File: src/rtl/nv_nvdla_cdma_wt_rsp_seq_if.sv
// Handshake bundle between the weight request-tracking FIFO, the DMA response
// port and the shared-buffer writer, as seen by the response sequencer.
interface nv_nvdla_cdma_wt_rsp_seq_if #(
   parameter int DW = 512
);
   logic          desc_vld;
   logic          desc_rdy;
   logic [5:0]    desc_len;
   logic          dma_rsp_vld;
   logic          dma_rsp_rdy;
   logic [DW-1:0] dma_rsp_data;
   logic          out_vld;
   logic          out_rdy;
   logic [DW-1:0] out_data;
   logic [5:0]    out_idx;
   logic          out_last;

   modport slave (
      input  desc_vld, desc_len, dma_rsp_vld, dma_rsp_data, out_rdy,
      output desc_rdy, dma_rsp_rdy, out_vld, out_data, out_idx, out_last
   );

   modport master (
      output desc_vld, desc_len, dma_rsp_vld, dma_rsp_data, out_rdy,
      input  desc_rdy, dma_rsp_rdy, out_vld, out_data, out_idx, out_last
   );
endinterface

File: src/rtl/nv_nvdla_cdma_wt_rsp_seq.sv
// Pairs weight-read descriptors with in-order DMA response beats and emits each
// beat through a registered stage, tagged with its atom index and a last flag.
module nv_nvdla_cdma_wt_rsp_seq #(
   parameter int DW = 512
) (
   input  logic        clk,
   input  logic        reset_,
   input  logic        i_cnt_clr,
   output logic [31:0] o_atom_cnt,
   output logic        o_idle,
   nv_nvdla_cdma_wt_rsp_seq_if.slave bus
);

   typedef enum logic {
      S_IDLE   = 1'b0,
      S_ACTIVE = 1'b1
   } state_t;

   state_t        r_state;
   state_t        w_nextState;
   logic [5:0]    r_len;
   logic [5:0]    r_beatIdx;
   logic          r_outVld;
   logic [DW-1:0] r_outData;
   logic [5:0]    r_outIdx;
   logic          r_outLast;
   logic [31:0]   r_atomCnt;

   logic          w_rspRdy;
   logic          w_beatAcc;
   logic          w_lastBeat;
   logic          w_descRdy;
   logic          w_pop;
   logic          w_outHs;
   logic          w_idle;

   assign w_rspRdy   = (r_state == S_ACTIVE) && (!r_outVld || bus.out_rdy);
   assign w_beatAcc  = bus.dma_rsp_vld && w_rspRdy;
   assign w_lastBeat = (r_beatIdx == r_len);
   assign w_pop      = bus.desc_vld && w_descRdy;
   assign w_outHs    = r_outVld && bus.out_rdy;

   always_ff @(posedge clk or negedge reset_) begin
      if (!reset_) begin
         r_state <= S_IDLE;
      end else begin
         r_state <= w_nextState;
      end
   end

   // A pop always wins, so a new request can start on the previous request's last beat.
   always_comb begin
      w_nextState = r_state;
      if (w_pop) begin
         w_nextState = S_ACTIVE;
      end else if ((r_state == S_ACTIVE) && w_beatAcc && w_lastBeat) begin
         w_nextState = S_IDLE;
      end
   end

   always_comb begin
      w_descRdy = 1'b0;
      w_idle    = 1'b0;
      case (r_state)
         S_IDLE: begin
            w_descRdy = 1'b1;
            w_idle    = !r_outVld;
         end
         S_ACTIVE: begin
            w_descRdy = w_beatAcc && w_lastBeat;
         end
         default: begin
            w_descRdy = 1'b0;
         end
      endcase
   end

   always_ff @(posedge clk or negedge reset_) begin
      if (!reset_) begin
         r_len     <= 6'd0;
         r_beatIdx <= 6'd0;
      end else if (w_pop) begin
         r_len     <= bus.desc_len;
         r_beatIdx <= 6'd0;
      end else if (w_beatAcc && !w_lastBeat) begin
         r_beatIdx <= r_beatIdx + 6'd1;
      end
   end

   always_ff @(posedge clk or negedge reset_) begin
      if (!reset_) begin
         r_outVld  <= 1'b0;
         r_outIdx  <= 6'd0;
         r_outLast <= 1'b0;
      end else if (w_beatAcc) begin
         r_outVld  <= 1'b1;
         r_outIdx  <= r_beatIdx;
         r_outLast <= w_lastBeat;
      end else if (bus.out_rdy) begin
         r_outVld  <= 1'b0;
      end
   end

   // Payload is qualified by r_outVld, so it carries no reset.
   always_ff @(posedge clk) begin
      if (w_beatAcc) begin
         r_outData <= bus.dma_rsp_data;
      end
   end

   always_ff @(posedge clk or negedge reset_) begin
      if (!reset_) begin
         r_atomCnt <= 32'd0;
      end else if (i_cnt_clr) begin
         r_atomCnt <= w_outHs ? 32'd1 : 32'd0;
      end else if (w_outHs) begin
         r_atomCnt <= r_atomCnt + 32'd1;
      end
   end

   assign bus.desc_rdy    = w_descRdy;
   assign bus.dma_rsp_rdy = w_rspRdy;
   assign bus.out_vld     = r_outVld;
   assign bus.out_data    = r_outData;
   assign bus.out_idx     = r_outIdx;
   assign bus.out_last    = r_outLast;
   assign o_atom_cnt      = r_atomCnt;
   assign o_idle          = w_idle;

endmodule

File: src/flat_wrapper.sv
// flat-port wrapper written by rule: the top's interface ports become plain ports
module nv_nvdla_cdma_wt_rsp_seq_flat 
#(
   parameter int DW = 512
)
  (clk, reset_, i_cnt_clr, o_atom_cnt, o_idle, bus_desc_vld, bus_desc_len, bus_dma_rsp_vld, bus_dma_rsp_data, bus_out_rdy, bus_desc_rdy, bus_dma_rsp_rdy, bus_out_vld, bus_out_data, bus_out_idx, bus_out_last);
  nv_nvdla_cdma_wt_rsp_seq_if #(.DW(DW)) bus_i ();
  input  logic clk;
  input  logic reset_;
  input  logic i_cnt_clr;
  output logic [31:0] o_atom_cnt;
  output logic o_idle;
  input wire logic [$bits(bus_i.desc_vld)-1:0] bus_desc_vld;
  input wire logic [$bits(bus_i.desc_len)-1:0] bus_desc_len;
  input wire logic [$bits(bus_i.dma_rsp_vld)-1:0] bus_dma_rsp_vld;
  input wire logic [$bits(bus_i.dma_rsp_data)-1:0] bus_dma_rsp_data;
  input wire logic [$bits(bus_i.out_rdy)-1:0] bus_out_rdy;
  output wire logic [$bits(bus_i.desc_rdy)-1:0] bus_desc_rdy;
  output wire logic [$bits(bus_i.dma_rsp_rdy)-1:0] bus_dma_rsp_rdy;
  output wire logic [$bits(bus_i.out_vld)-1:0] bus_out_vld;
  output wire logic [$bits(bus_i.out_data)-1:0] bus_out_data;
  output wire logic [$bits(bus_i.out_idx)-1:0] bus_out_idx;
  output wire logic [$bits(bus_i.out_last)-1:0] bus_out_last;
  assign bus_i.desc_vld = bus_desc_vld;
  assign bus_i.desc_len = bus_desc_len;
  assign bus_i.dma_rsp_vld = bus_dma_rsp_vld;
  assign bus_i.dma_rsp_data = bus_dma_rsp_data;
  assign bus_i.out_rdy = bus_out_rdy;
  assign bus_desc_rdy = bus_i.desc_rdy;
  assign bus_dma_rsp_rdy = bus_i.dma_rsp_rdy;
  assign bus_out_vld = bus_i.out_vld;
  assign bus_out_data = bus_i.out_data;
  assign bus_out_idx = bus_i.out_idx;
  assign bus_out_last = bus_i.out_last;
  nv_nvdla_cdma_wt_rsp_seq #(.DW(DW)) u_core (.clk(clk), .reset_(reset_), .i_cnt_clr(i_cnt_clr), .o_atom_cnt(o_atom_cnt), .o_idle(o_idle), .bus(bus_i));
endmodule
File: config.mk
export PLATFORM = sky130hd
export DESIGN_NAME = nv_nvdla_cdma_wt_rsp_seq_flat
export DESIGN_NICKNAME = d
export VERILOG_FILES = /design/src/rtl/nv_nvdla_cdma_wt_rsp_seq_if.sv /design/src/rtl/nv_nvdla_cdma_wt_rsp_seq.sv /design/src/flat_wrapper.sv
export SDC_FILE = /design/constraint.sdc
export NUM_CORES = 1
export LEC_CHECK = 0
export BUFFER_PORTS_ARGS = -buffer_cell sky130_fd_sc_hd__buf_2
export CORE_AREA = 2 2 419 421
export CTS_CLUSTER_DIAMETER = 60
export DETAILED_ROUTE_END_ITERATION = 12
export DIE_AREA = 0 0 421 423
export GPL_TIMING_DRIVEN = 1
export PLACE_DENSITY_LB_ADDON = 0.15
export RECOVER_POWER = 25
export SLEW_MARGIN = 20
export SYNTH_ARGS = -nofsm -noshare
export SYNTH_HDL_FRONTEND = slang
export SYNTH_SLANG_ARGS = --single-unit
File: constraint.sdc
create_clock -name clk -period 10.55 [get_ports clk]
set_input_delay 1.055 -clock clk [delete_from_list [all_inputs] [get_ports clk]]
set_output_delay 1.055 -clock clk [all_outputs]
set_load 0.02 [all_outputs]
=== After elaboration in Yosys (flattened, before gate mapping) ===
Index checks and enable logic that the tools add are counted.

* Bits in registers: 565
* Input port bits: 524
* Output and inout bits: 555
* Logic and storage cells: 38

* Add/sub/neg operators: 2
* Equality and inequality tests: 1
* Muxes and demuxes: 11
* Bitwise operators: 1
* Reduce and logical (&&, ||, !) cells: 15

{| class="wikitable"
|+ Operator list
! kind !! count
|-
| $mux 32 || 2
|-
| $add 32x1->32 const B || 1
|-
| $mux 6 || 2
|-
| $logic_and 1x1->1 || 8
|-
| $reduce_bool 2->1 || 4
|-
| $add 6x1->6 const B || 1
|-
| $eq 6x6->1 || 1
|-
| $mux 1 || 6
|-
| $logic_not 1->1 || 2
|-
| $pmux 1 s2 || 1
|-
| $logic_or 1x1->1 || 1
|-
| $not 1->1 || 1
|}

=== Depth between registers and ports, before layout ===
Gate-level depths: netlist of run 1.

* Word-level depth: 8
* Depth in mapped cells: 7
* Depth with buffers taken out: 6

=== Worst setup path after synthesis of run 1 ===
OpenSTA, ideal clock, no wires.

* Path type: input -> output
* Start point: input port bus_out_rdy
* End point: output port bus_desc_rdy
* Data arrival time: 7771 ps
* Path slack: 1724 ps
* Stages: 5
* Path buffers: 0
* Path through: nand2b_1 nand3_1 inv_2 nand3_2 nand2_1

* Longest elaborated chain between the ends: 5

{| class="wikitable"
|+ Ends and longest elaborated chain
! element !! RTL line !! text
|-
| from (decl) || flat_wrapper.sv:17 || <nowiki>input wire logic [$bits(bus_i.out_rdy)-1:0] bus_out_rdy;</nowiki>
|-
| $logic_or 1x1->1 || nv_nvdla_cdma_wt_rsp_seq.sv:37 || <nowiki>assign w_rspRdy = (r_state == S_ACTIVE) && (!r_outVld || bus.out_rdy);</nowiki>
|-
| $logic_and 1x1->1 || nv_nvdla_cdma_wt_rsp_seq.sv:37 ||
|-
| $logic_and 1x1->1 || nv_nvdla_cdma_wt_rsp_seq.sv:38 || <nowiki>assign w_beatAcc = bus.dma_rsp_vld && w_rspRdy;</nowiki>
|-
| via u_core.w_beatAcc || nv_nvdla_cdma_wt_rsp_seq.sv:30 || <nowiki>logic w_beatAcc;</nowiki>
|-
| $logic_and 1x1->1 || nv_nvdla_cdma_wt_rsp_seq.sv:70 || <nowiki>w_descRdy = w_beatAcc && w_lastBeat;</nowiki>
|-
| $pmux 1 s2 || nv_nvdla_cdma_wt_rsp_seq.sv:64 || <nowiki>case (r_state)</nowiki>
|-
| to (decl) || flat_wrapper.sv:18 || <nowiki>output wire logic [$bits(bus_i.desc_rdy)-1:0] bus_desc_rdy;</nowiki>
|}

The timed path passes the listed nets, and every way through them passes these cells.

=== Final worst setup path of run 1 ===
* Start point: input port bus_out_rdy
* End point: register u_core.r_outData[367] (netlist: u_core.bus.out_data[367]), enable pin

* Longest elaborated chain between the ends: 3

{| class="wikitable"
|+ Ends and longest elaborated chain
! element !! RTL line !! text
|-
| $logic_or 1x1->1 || nv_nvdla_cdma_wt_rsp_seq.sv:37 ||
|-
| $logic_and 1x1->1 || nv_nvdla_cdma_wt_rsp_seq.sv:37 ||
|-
| $logic_and 1x1->1 || nv_nvdla_cdma_wt_rsp_seq.sv:38 ||
|-
| via u_core.w_beatAcc || nv_nvdla_cdma_wt_rsp_seq.sv:30 ||
|-
| to (signal assigned) || nv_nvdla_cdma_wt_rsp_seq.sv:107 || <nowiki>r_outData <= bus.dma_rsp_data;</nowiki>
|-
| to (decl) || nv_nvdla_cdma_wt_rsp_seq.sv:24 || <nowiki>logic [DW-1:0] r_outData;</nowiki>
|}

The timed path passes the listed nets, and every way through them passes these cells.
A chain may end at the register's enable or synchronous reset.

==> results.sh, run 1 <==
export IMPL_synth_edf_count=512
export IMPL_first_iter_violations=938
export IMPL_dominantRegCellSynth="edfxtp_1"
export IMPL_place_inst=4176
export IMPL_p_leak_nw=11.68
export IMPL_power_density_nw_per_um2=217.3
export IMPL_grt_pass1_vias=13075
export IMPL_clkTransAtPathRegs_ns=0.05
export IMPL_cp_common_cell="buf_4"
export IMPL_drive_above_1_share_pct=60.77
export IMPL_cts_hold_buf=0
export IMPL_min_from="u_core.bus.out_idx[4]"
export IMPL_worstPathBufferInverterCount=4
export IMPL_ys_ff_latch=565
export IMPL_start_util_pct=10.37
export IMPL_slew_viol_final=0
export IMPL_antenna_found_initial=38
export IMPL_rsz0062_at_grt="no"
export IMPL_die_x_um=421
export IMPL_synthCells=773
export IMPL_r2r_end="u_core.bus.out_data[367]"
export IMPL_avgViaCountPerCell=2.849
export IMPL_final_fill_count=19057
export IMPL_dpl_hpwl_um=72310
export IMPL_drt_pass1_iter_count=5
export IMPL_synth_async_sr_flop_share_pct=9.381
export IMPL_synth_cell_type_count=41
export IMPL_startpoint="bus_out_rdy"
export IMPL_internal_power_mw=4.561
export IMPL_hold_depth=2
export IMPL_layoutNonFillerInstCount=4334
export IMPL_status="complete, no violations"
export IMPL_tightest_slew_ns=1.087
export IMPL_crit_type="input pin to register"
export IMPL_hold_path_end="u_core.bus.out_idx[4]"
export IMPL_cts_tree="yes"
export IMPL_cts_setup_buffers=0
export IMPL_grt_max_degree=139
export IMPL_post_drt_wl_per_cell_um=20.53
export IMPL_yosysTopAreaCellShare_pct=85.56
export IMPL_port_buffers=1078
export IMPL_power_frac_seq_pct=44.5
export IMPL_vias=12348
export IMPL_cp_data_arrival_time_ns=4.63
export IMPL_p_comb_share_pct=12.4
export IMPL_insertion_delay_ns=0.68
export IMPL_clk_path_buf_depth=3
export IMPL_drt_wl_total_um=88960
export IMPL_yosysSeqAreaShare_pct=92.94
export IMPL_ant_nets=0
export IMPL_p_sw_share_pct=27.61
export IMPL_fin_setup_tns_ns=0
export IMPL_core_area_um2=173200
export IMPL_synth_area_um2=17970
export IMPL_globalplace_congestion=0.8507
export IMPL_cp_num_cells=6
export IMPL_hold_viol_final=0
export IMPL_clock_skew_ns=0.02765
export IMPL_cp_max_fo=87
export IMPL_path_cells="buf_2 > nand2b_1 > nand3_1 > inv_8 > buf_4 > buf_4"
export IMPL_cts_buffers=82
export IMPL_die_h_um=423
export IMPL_critPathSlowestCell="buf_4"
export IMPL_row_count=153
export IMPL_cp_top_family="buffers and inverters"
export IMPL_cap_violations=0
export IMPL_grt_use_total_pct=9.581
export IMPL_htree_levels=3
export IMPL_clkPwrFrac_pct=43.1
export IMPL_cp_required_ns=10.83
export IMPL_regToRegSetupSlack_ns=6.27
export IMPL_ys_warnings_count=0
export IMPL_ios=1079
export IMPL_r2r_start="u_core.bus.out_vld"
export IMPL_worst_r2r_path_depth=5
export IMPL_post_cts_resized=0
export IMPL_final_nets=2461
export IMPL_synth_area_leaders="edfxtp_1 (86%), dfrtp_1 (7.4%), xor2_1 (1.2%), nor2_1 (0.84%), nand3_1 (0.64%)"
export IMPL_drcViolationCount=0
export IMPL_cp_start_kind="input pin"
export IMPL_fmax_ghz=0.2299
export IMPL_cpPeakStageDelay_ns=0.93
export IMPL_slew_headroom_pct=27.54
export IMPL_dieArea_um2=178100
export IMPL_power_switching_mw=1.739
export IMPL_cp_end_kind="register"
export IMPL_grt_ovfl_total=0
export IMPL_fin_crit_sh_pct=41.23
export IMPL_peakVddDrop_v=0.0001045
export IMPL_syn_area_per_cell_um2=23.25
export IMPL_period_needed_ns=4.350
export IMPL_hold_class="register to register"
export IMPL_setup_viol=0
export IMPL_grt_first_pass_wirelength_um=116900
export IMPL_yosys_area_top_type="edfxtp_1"
export IMPL_root_buffer="clkbuf_16"
export IMPL_area_growth_pct=61.34
export IMPL_cts_sinks=565
export IMPL_synth_fp_nets=1299
state kept, by name (all words and copies together), names as in the netlist:
| name | count |
|---|---|
| u_core.r_state | 1 |
| u_core.o_atom_cnt | 32 |
| u_core.r_len | 6 |
| u_core.bus.out_idx | 6 |
| u_core.r_beatIdx | 6 |
| u_core.bus.out_vld | 1 |
| u_core.bus.out_data | 512 |
| u_core.bus.out_last | 1 |
cells by family (layout without fill, tap and decap cells):
group / after synthesis / in the layout / synth area share [%]
compound gates: 14 / 14 / 0.4944
buf+inv: 14 / 1242 / 0.3411
simple gates: 134 / 134 / 3.746
flops: 565 / 565 / 92.94
other cells: 0 / 8 / 0
mux: 7 / 7 / 0.5361
xor+xnor: 37 / 37 / 1.803
fa+ha+maj: 2 / 2 / 0.1392
Yosys cell counts (all sizes together) (2+ instances only):
library cell  count
a2111oi           2
a21oi             5
and2              4
and3              4
and4              3
buf               3
clkbuf            4
dfrtp            53
edfxtp          512
ha                2
inv               7
mux2              6
nand2            30
nand3            24
nand4            11
nor2             41
nor2b             3
nor3              6
nor4              4
o21ai             3
xnor2            12
xor2             25
worst max path at each step:
| stage | endpoint | slack [ns] |
|---|---|---|
| 2_1_floorplan | bus_desc_rdy | 1.72 |
| 3_3_place_gp | u_core.bus.out_data[294] | 5.51 |
| 3_5_place_dp | u_core.bus.out_data[367] | 5.35 |
| 4_1_cts | u_core.bus.out_data[386] | 6.09 |
| 5_1_grt | u_core.bus.out_data[367] | 5.79 |
| 6_report | u_core.bus.out_data[367] | 6.20 |
stage by stage:
stage          power, mW  cell area (um2)  hold WS (ns)  util [%]  setup slack, ns
4_1_cts            6.450            28980        0.4373     16.73            6.093
3_5_place_dp       3.652            26310        0.4674     15.19            5.354
6_report           6.301            28990        0.4786     16.73            6.201
3_3_place_gp       3.654            26310        0.4798     15.19            5.508
2_1_floorplan      3.261            17970        0.5001         -            1.724
5_1_grt            6.581            28990        0.4580     16.73            5.794
power groups by stage:
stage	sequential, mW	clock [mW]	combinational, mW
2_1_floorplan	3.10	0	0.158
3_3_place_gp	2.85	0	0.806
3_5_place_dp	2.85	0	0.804
4_1_cts	2.81	2.84	0.806
5_1_grt	2.83	2.92	0.837
6_report	2.80	2.71	0.783
final cells by class:
class | instances | area, um2 | area share, %
Timing Repair Buffer | 1085 | 5453 | 18.81
Tap cell | 2325 | 2909 | 10.03
Clock inverter | 53 | 518.0 | 1.787
Inverter | 7 | 33.78 | 0.1165
Sequential cell | 565 | 16700 | 57.60
Antenna cell | 8 | 20.02 | 0.06905
Clock buffer | 97 | 2151 | 7.418
Multi-Input combinational cell | 194 | 1207 | 4.165
worst register-to-register path: stages, from the launching register on:
cell and delay [ns]:
dfrtp_1 0.47, nand2b_1 0.20, nand3_1 0.53, inv_8 0.70, buf_4 0.95, buf_4 0.91
layer usage:
layer  share of wire, %  GRT usage, %  wire length (um)
met5              0.026             0                23
met4                3.3         3.777              2906
met3                8.0         3.455              7139
met2                 51         16.53             45500
met1                 38         10.69             33380
cells in the final DEF, fill, tap and decap left out, types with 9 or more instances in the layout:
| cell | instances |
|---|---|
| xnor2_1 | 12 |
| nand4_1 | 11 |
| clkinv_1 | 15 |
| nand3_1 | 23 |
| dfrtp_1 | 53 |
| clkbuf_1 | 19 |
| nor2_1 | 40 |
| nand2_1 | 30 |
| clkbuf_16 | 84 |
| inv_6 | 9 |
| edfxtp_1 | 512 |
| buf_2 | 1072 |
| clkinv_2 | 10 |
| xor2_1 | 25 |
Power figures use the tool's default switching activity.
==> inputs of run 2 (changes only) <==
--- a/config.mk
+++ b/config.mk
@@ -5,11 +5,12 @@
 export SDC_FILE = /design/constraint.sdc
 export NUM_CORES = 1
 export LEC_CHECK = 0
+export ABC_AREA = 1
 export BUFFER_PORTS_ARGS = -buffer_cell sky130_fd_sc_hd__buf_2
-export CORE_AREA = 2 2 419 421
+export CORE_AREA = 2 2 424 426
 export CTS_CLUSTER_DIAMETER = 60
 export DETAILED_ROUTE_END_ITERATION = 12
-export DIE_AREA = 0 0 421 423
+export DIE_AREA = 0 0 426 428
 export GPL_TIMING_DRIVEN = 1
 export PLACE_DENSITY_LB_ADDON = 0.15
 export RECOVER_POWER = 25
==> constraint.sdc (replaced) <==
create_clock -name clk -period 4.3 [get_ports clk]
set_input_delay 0.43 -clock clk [delete_from_list [all_inputs] [get_ports clk]]
set_output_delay 0.43 -clock clk [all_outputs]
set_load 0.02 [all_outputs]
==> run 2 against run 1 <==
Clock power rose to 2.6 times the previous value. Register-to-register slack got worse by 4.3 ns. Via count increased by 21%. Combinational power increased to 3.4 times the previous value. Critical path depth is 4 higher. Critical endpoint is now bus_desc_rdy. Largest cell class unchanged.
==> results.sh, run 2 <==
export IMPL_clkPwrFrac_pct=42.4
export IMPL_grt_max_degree=177
export IMPL_die_x_um=426
export IMPL_ios=1079
export IMPL_clkTransAtPathRegs_ns=0.05
export IMPL_rsz0062_at_grt="no"
export IMPL_vias=14973
export IMPL_route_met3_wl_um=6302
export IMPL_tightest_slew_ns=1.206
export IMPL_synth_fp_nets=1462
export IMPL_p_leak_nw=14.10
export IMPL_routed_wl_met2_um=52590
export IMPL_crit_type="input pin to primary output"
export IMPL_synth_most_common_cell="edfxtp_1"
export IMPL_post_cts_resized=0
export IMPL_cp_top_family="buffers and inverters"
export IMPL_port_buffers=1078
export IMPL_cp_end_kind="primary output"
export IMPL_cp_required_ns=3.87
export IMPL_final_fill_count=19553
export IMPL_synth_area_leaders="edfxtp_1 (83%), dfrtp_1 (7.2%), nand2_1 (2.8%), nor2_1 (1.2%), nand3_1 (0.84%)"
export IMPL_fin_setup_tns_ns=0
export IMPL_layout_common_cells="buf_2 (1026), dlygate4sd3_1 (523), edfxtp_1 (512)"
export IMPL_path_cells="dlygate4sd3_1 > buf_2 > inv_2 > nand2_1 > nand2_1 > nor2_4 > buf_4 > nand4_4 > nand2_4 > buf_2"
export IMPL_synth_cell_type_count=32
export IMPL_core_area_um2=177600
export IMPL_start_util_pct=10.37
export IMPL_synthCells=936
export IMPL_peakVddDrop_v=0.0002524
export IMPL_grt_use_total_pct=10.75
export IMPL_p_sw_share_pct=28.85
export IMPL_cts_sinks=565
export IMPL_drcViolationCount=0
export IMPL_clock_skew_ns=0.03381
export IMPL_maxUsedRoutingLayer="met4"
export IMPL_setup_viol=0
export IMPL_hold_depth=3
export IMPL_post_route_util_pct=19.64
export IMPL_row_count=155
export IMPL_hold_class="input pin to register"
export IMPL_hold_viol_final=0
export IMPL_hold_path_end="u_core.r_state"
export IMPL_grt_pass1_vias=15621
export IMPL_post_drt_wl_per_cell_um=20.12
export IMPL_fmax_ghz=0.3733
export IMPL_dpl_hpwl_um=81820
export IMPL_globalplace_congestion=0.8704
export IMPL_p_comb_share_pct=15.9
export IMPL_cp_start_kind="input pin"
export IMPL_drive_above_1_share_pct=44.57
export IMPL_root_buffer="clkbuf_16"
export IMPL_min_from="bus_desc_vld"
export IMPL_yosysSeqAreaShare_pct=90.62
export IMPL_synth_edf_count=512
export IMPL_cts_tree="yes"
export IMPL_r2r_end="u_core.bus.out_data[7]"
export IMPL_regToRegSetupSlack_ns=1.93
export IMPL_yosysTopAreaCellShare_pct=83.42
export IMPL_critPathSlowestCell="dlygate4sd3_1"
export IMPL_final_common_cell="buf_2"
export IMPL_status="complete, no violations"
export IMPL_syn_area_per_cell_um2=19.69
export IMPL_ys_ff_latch=565
export IMPL_first_iter_violations=973
export IMPL_ant_nets=0
export IMPL_insertion_delay_ns=0.71
export IMPL_htree_levels=3
export IMPL_period_needed_ns=2.679
export IMPL_slew_headroom_pct=19.58
export IMPL_internal_power_mw=11.89
export IMPL_r2r_start="u_core.bus.out_vld"
export IMPL_cpPeakStageDelay_ns=0.54
export IMPL_power_density_nw_per_um2=479.0
export IMPL_grt_ovfl_total=0
export IMPL_dieArea_um2=182300
export IMPL_power_switching_mw=4.822
export IMPL_worstPathBufferInverterCount=5
export IMPL_cap_violations=0
export IMPL_avgViaCountPerCell=2.960
export IMPL_drt_met1_wl_um=40760
export IMPL_drt_wl_total_um=101800
export IMPL_slew_viol_final=0
export IMPL_drt_pass1_iter_count=5
export IMPL_synth_area_um2=18430
export IMPL_cts_setup_buffers=0
export IMPL_area_growth_pct=89.27
export IMPL_synth_async_sr_flop_share_pct=9.381
export IMPL_antenna_found_initial=27
export IMPL_cp_max_fo=11
export IMPL_clk_path_buf_depth=3
export IMPL_ys_warnings_count=0
export IMPL_dominantRegCellSynth="edfxtp_1"
export IMPL_final_nets=3156
export IMPL_worst_r2r_path_depth=5
export IMPL_power_frac_seq_pct=41.7
export IMPL_cts_buffers=85
export IMPL_yosys_area_top_type="edfxtp_1"
export IMPL_fin_crit_sh_pct=62.30
export IMPL_grt_first_pass_wirelength_um=134100
export IMPL_cp_data_arrival_time_ns=2.25
export IMPL_largest_register_ffs=512
export IMPL_synth_commonest_cells="edfxtp_1 (512), nand2_1 (139), nor2_1 (58)"
export IMPL_die_h_um=428
[run 2: cell count changes after synthesis, moves of 7 or more]
| cell | previous run | this run |
|---|---|---|
| nand3_1 | 23 | 31 |
| inv_2 | 1 | 9 |
| o21ai_0 | 3 | 11 |
| xnor2_1 | 12 | 0 |
| inv_1 | 6 | 41 |
| nor2_1 | 40 | 58 |
| nor2_2 | 1 | 8 |
| a21oi_1 | 4 | 15 |
| nand2_1 | 30 | 139 |
| o21ai_1 | 0 | 7 |
| nor2_4 | 0 | 7 |
| xor2_1 | 25 | 2 |
[run 2: through the flow]
stage / setup WS, ns / cell area (um2) / hold slack (ns) / std cells / total power [mW]
2_1_floorplan: 0.3776 / 18430 / 0.1344 / 936 / 8.151
3_3_place_gp: 1.712 / 26870 / 0.4815 / 4375 / 9.418
3_5_place_dp: 1.739 / 26870 / 0.4779 / 4375 / 9.387
4_1_cts: 1.466 / 34940 / 0.001193 / 5054 / 17.09
5_1_grt: 1.415 / 34870 / 0.08156 / 5054 / 17.41
6_report: 1.621 / 34880 / 0.1119 / 5058 / 16.71
[run 2: kinds of logic (layout without fill, tap and decap cells)]
group	after synthesis	count (layout)	share of synthesized area, %
flip-flops	565	565	90.62
AND/OR/NAND/NOR	272	272	6.796
buffers and inverters	55	1818	1.161
AO/OA/AOI/OAI	40	40	1.195
adder cells (fa/ha/maj)	2	2	0.1358
XOR/XNOR	2	2	0.09506
other	0	4	0
[run 2: power groups by stage]
stage	clock (mW)	combinational, mW	sequential (mW)
2_1_floorplan	0	0.472	7.68
4_1_cts	7.36	2.75	6.98
6_report	7.08	2.66	6.97
5_1_grt	7.54	2.84	7.03
3_5_place_dp	0	2.31	7.08
3_3_place_gp	0	2.33	7.08
[run 2: tightest hold or removal path, cell delays in order]
cell and delay, ns:
buf_2 0.16, inv_1 0.09, nand2_1 0.06
[run 2: metal layers]
layer | global-route usage [%] | vias up
li1 | - | 6893
met1 | 12.68 | 7399
met2 | 19.11 | 556
met3 | 2.478 | 125
met4 | 3.360 | 0
met5 | 0 | -
[run 2: how the worst max path moves through the flow]
stage                          endpoint  cells past startpoint  slack (ns)               start
3_5_place_dp   u_core.bus.out_data[102]                      7        1.74         bus_out_rdy
4_1_cts                    bus_desc_rdy                      7        1.47  u_core.bus.out_vld
6_report                   bus_desc_rdy                     10        1.62         bus_out_rdy
5_1_grt                    bus_desc_rdy                     10        1.41         bus_out_rdy
2_1_floorplan     u_core.bus.out_idx[3]                      8        0.38  u_core.bus.out_vld
3_3_place_gp   u_core.bus.out_data[106]                      7        1.71         bus_out_rdy
[run 2: timing repair]
action | in CTS | in global routing
endpoints found under the setup margin | 0 | 0
hold endpoints to repair | 542 | 0
hold buffers | 523 | 0
[run 2: cell type report]
class | count | area [um2] | area share [%]
Sequential cell | 565 | 16700 | 47.88
Clock inverter | 56 | 626.9 | 1.797
Antenna cell | 4 | 10.01 | 0.02870
Clock buffer | 100 | 2205 | 6.320
Timing Repair Buffer | 1612 | 10690 | 30.63
Inverter | 50 | 187.7 | 0.5380
Tap cell | 2355 | 2947 | 8.447
Multi-Input combinational cell | 316 | 1520 | 4.358
==> inputs of run 3 (changes only) <==
--- a/config.mk
+++ b/config.mk
@@ -5,12 +5,12 @@
 export SDC_FILE = /design/constraint.sdc
 export NUM_CORES = 1
 export LEC_CHECK = 0
-export ABC_AREA = 1
+export ABC_AREA = 0
 export BUFFER_PORTS_ARGS = -buffer_cell sky130_fd_sc_hd__buf_2
-export CORE_AREA = 2 2 424 426
+export CORE_AREA = 2 2 419 421
 export CTS_CLUSTER_DIAMETER = 60
 export DETAILED_ROUTE_END_ITERATION = 12
-export DIE_AREA = 0 0 426 428
+export DIE_AREA = 0 0 421 423
 export GPL_TIMING_DRIVEN = 1
 export PLACE_DENSITY_LB_ADDON = 0.15
 export RECOVER_POWER = 25
==> constraint.sdc (replaced) <==
create_clock -name clk -period 2.7 [get_ports clk]
set_input_delay 0.27 -clock clk [delete_from_list [all_inputs] [get_ports clk]]
set_output_delay 0.27 -clock clk [all_outputs]
set_load 0.02 [all_outputs]
==> run 3 against run 2 <==
Clock skew shrank 0.010 ns. Register-to-register slack lost 1.5 ns. Cell count shrank 3.8%. Die area shrank 2.3%. Via count shrank 4.1%.
==> results.sh, run 3 (synthesis gave the netlist of run 1 again) <==
export IMPL_place_inst=4191
export IMPL_cts_setup_buffers=0
export IMPL_setup_viol=0
export IMPL_min_from="bus_dma_rsp_vld"
export IMPL_r2r_end="u_core.bus.out_data[312]"
export IMPL_drt_pass1_iter_count=5
export IMPL_ant_nets=0
export IMPL_clock_skew_ns=0.02351
export IMPL_slew_headroom_pct=43.58
export IMPL_stdcell_area_um2=34350
export IMPL_grt_first_pass_wirelength_um=124800
export IMPL_fin_setup_tns_ns=0
export IMPL_largest_register_ffs=512
export IMPL_start_util_pct=10.37
export IMPL_cp_max_fo=6
export IMPL_setup_slack_ns=0.2036
export IMPL_final_fill_count=18808
export IMPL_avgViaCountPerCell=2.952
export IMPL_globalplace_congestion=0.8819
export IMPL_grt_use_total_pct=9.952
export IMPL_drcViolationCount=0
export IMPL_core_area_um2=173200
export IMPL_post_cts_resized=0
export IMPL_htree_levels=3
export IMPL_grt_pass1_vias=15586
export IMPL_grt_ovfl_total=0
export IMPL_final_common_cell="buf_2"
export IMPL_cap_violations=0
export IMPL_clkPwrFrac_pct=42.1
export IMPL_port_buffers=1078
export IMPL_root_buffer="clkbuf_16"
export IMPL_die_h_um=423
export IMPL_power_switching_mw=7.020
export IMPL_hold_depth=3
export IMPL_cts_tree="yes"
export IMPL_slew_viol_final=0
export IMPL_drive_above_1_share_pct=47.56
export IMPL_period_needed_ns=2.496
export IMPL_ios=1079
export IMPL_power_total_mw=25.43
export IMPL_crit_type="register to primary output"
export IMPL_layout_common_cells="buf_2 (1044), dlygate4sd3_1 (522), edfxtp_1 (512)"
export IMPL_use_met3_pct=3.193
export IMPL_grt_busiest_layer="met2"
export IMPL_dpl_hpwl_um=73480
export IMPL_row_count=153
export IMPL_status="complete, no violations"
export IMPL_post_route_util_pct=19.83
export IMPL_p_sw_share_pct=27.61
export IMPL_cp_start_kind="register"
export IMPL_peakVddDrop_v=0.0004072
export IMPL_worst_r2r_path_depth=5
export IMPL_hold_path_end="u_core.bus.out_data[58]"
export IMPL_first_iter_violations=827
export IMPL_tightest_slew_ns=0.8463
export IMPL_power_density_nw_per_um2=740.3
export IMPL_hold_viol_final=0
export IMPL_cp_required_ns=2.43
export IMPL_antenna_found_initial=34
export IMPL_dpl_cell_area_um2=26480
export IMPL_cts_sinks=565
export IMPL_hold_class="input pin to register"
export IMPL_p_leak_nw=13.88
export IMPL_power_frac_seq_pct=43.0
export IMPL_cts_buffers=83
export IMPL_fin_hold_ws_ns=0.1788
export IMPL_cts_hold_buf=522
export IMPL_regToRegSetupSlack_ns=0.44
export IMPL_vias=14365
export IMPL_post_drt_wl_per_cell_um=18.95
export IMPL_layoutNonFillerInstCount=4866
export IMPL_dp_slack_ns=0.1895
export IMPL_clkTransAtPathRegs_ns=0.06
export IMPL_use_met1_pct=11.60
export IMPL_insertion_delay_ns=0.68
export IMPL_drt_wl_total_um=92190
export IMPL_rsz0062_at_grt="no"
export IMPL_die_x_um=421
export IMPL_dieArea_um2=178100
export IMPL_cp_data_arrival_time_ns=2.23
export IMPL_cp_end_kind="primary output"
export IMPL_p_comb_share_pct=14.9
export IMPL_area_growth_pct=91.17
export IMPL_r2r_start="u_core.bus.out_vld"
export IMPL_fin_crit_sh_pct=92.46
export IMPL_grt_max_degree=107
export IMPL_clk_path_buf_depth=3
export IMPL_final_nets=2999
export IMPL_fmax_ghz=0.4006
export IMPL_met2_usage_pct=17.29
export IMPL_internal_power_mw=18.41
run 3: cell count changes in the layout (fill, tap and decap cells not counted), sizes merged, moves of 10 or more:
| cell | before | now |
|---|---|---|
| nand2 | 147 | 30 |
| inv | 58 | 22 |
| nor2 | 73 | 41 |
| buf | 1038 | 1066 |
| xor2 | 2 | 25 |
| clkbuf | 151 | 132 |
| o21ai | 18 | 3 |
| xnor2 | 0 | 12 |
| a21oi | 15 | 5 |
run 3: worst max-delay path, stage by stage (launching register included):
cell and delay, ns:
dfrtp_1 0.44, xor2_1 0.19, nor4_4 0.43, nand3_2 0.17
nand2_1 0.12, buf_2 0.19
run 3: routing by layer:
layer	up-vias	part of all wire [%]
met5	-	0.029
met4	4	2.7
met3	146	6.7
met2	599	51
met1	7183	40
li1	6433	-
run 3: worst max path at each step:
| stage | start | to | slack (ns) | depth (start not counted) |
|---|---|---|---|---|
| global placement | bus_out_rdy | u_core.bus.out_data[12] | 0.26 | 6 |
| finish | u_core.r_beatIdx[0] | bus_desc_rdy | 0.20 | 5 |
| CTS | u_core.r_beatIdx[0] | bus_desc_rdy | 0.09 | 5 |
| detailed placement | bus_out_rdy | u_core.bus.out_data[214] | 0.19 | 6 |
| floorplan | u_core.bus.out_vld | u_core.r_len[0] | -0.16 | 7 |
| global route | u_core.r_beatIdx[0] | bus_desc_rdy | 0.02 | 5 |
run 3: cell type report:
type / count / area (um2) / area share (%)
inverter: 7 / 52.55 / 0.1530
clock buffer: 98 / 2176 / 6.334
timing repair buffer: 1622 / 10770 / 31.35
tap: 2325 / 2909 / 8.468
antenna: 5 / 12.51 / 0.03642
multi-input combinational: 194 / 1227 / 3.573
clock inverter: 50 / 504.2 / 1.468
sequential: 565 / 16700 / 48.62
run 3: power groups by stage:
stage | clock, mW | sequential [mW] | combinational, mW
final | 10.7 | 10.9 | 3.78
after global routing | 11.5 | 11.0 | 4.03
after CTS | 11.2 | 10.9 | 3.90
after detailed placement | 0 | 11.1 | 3.20
after global placement | 0 | 11.1 | 3.21
after floorplan | 0 | 12.0 | 0.625
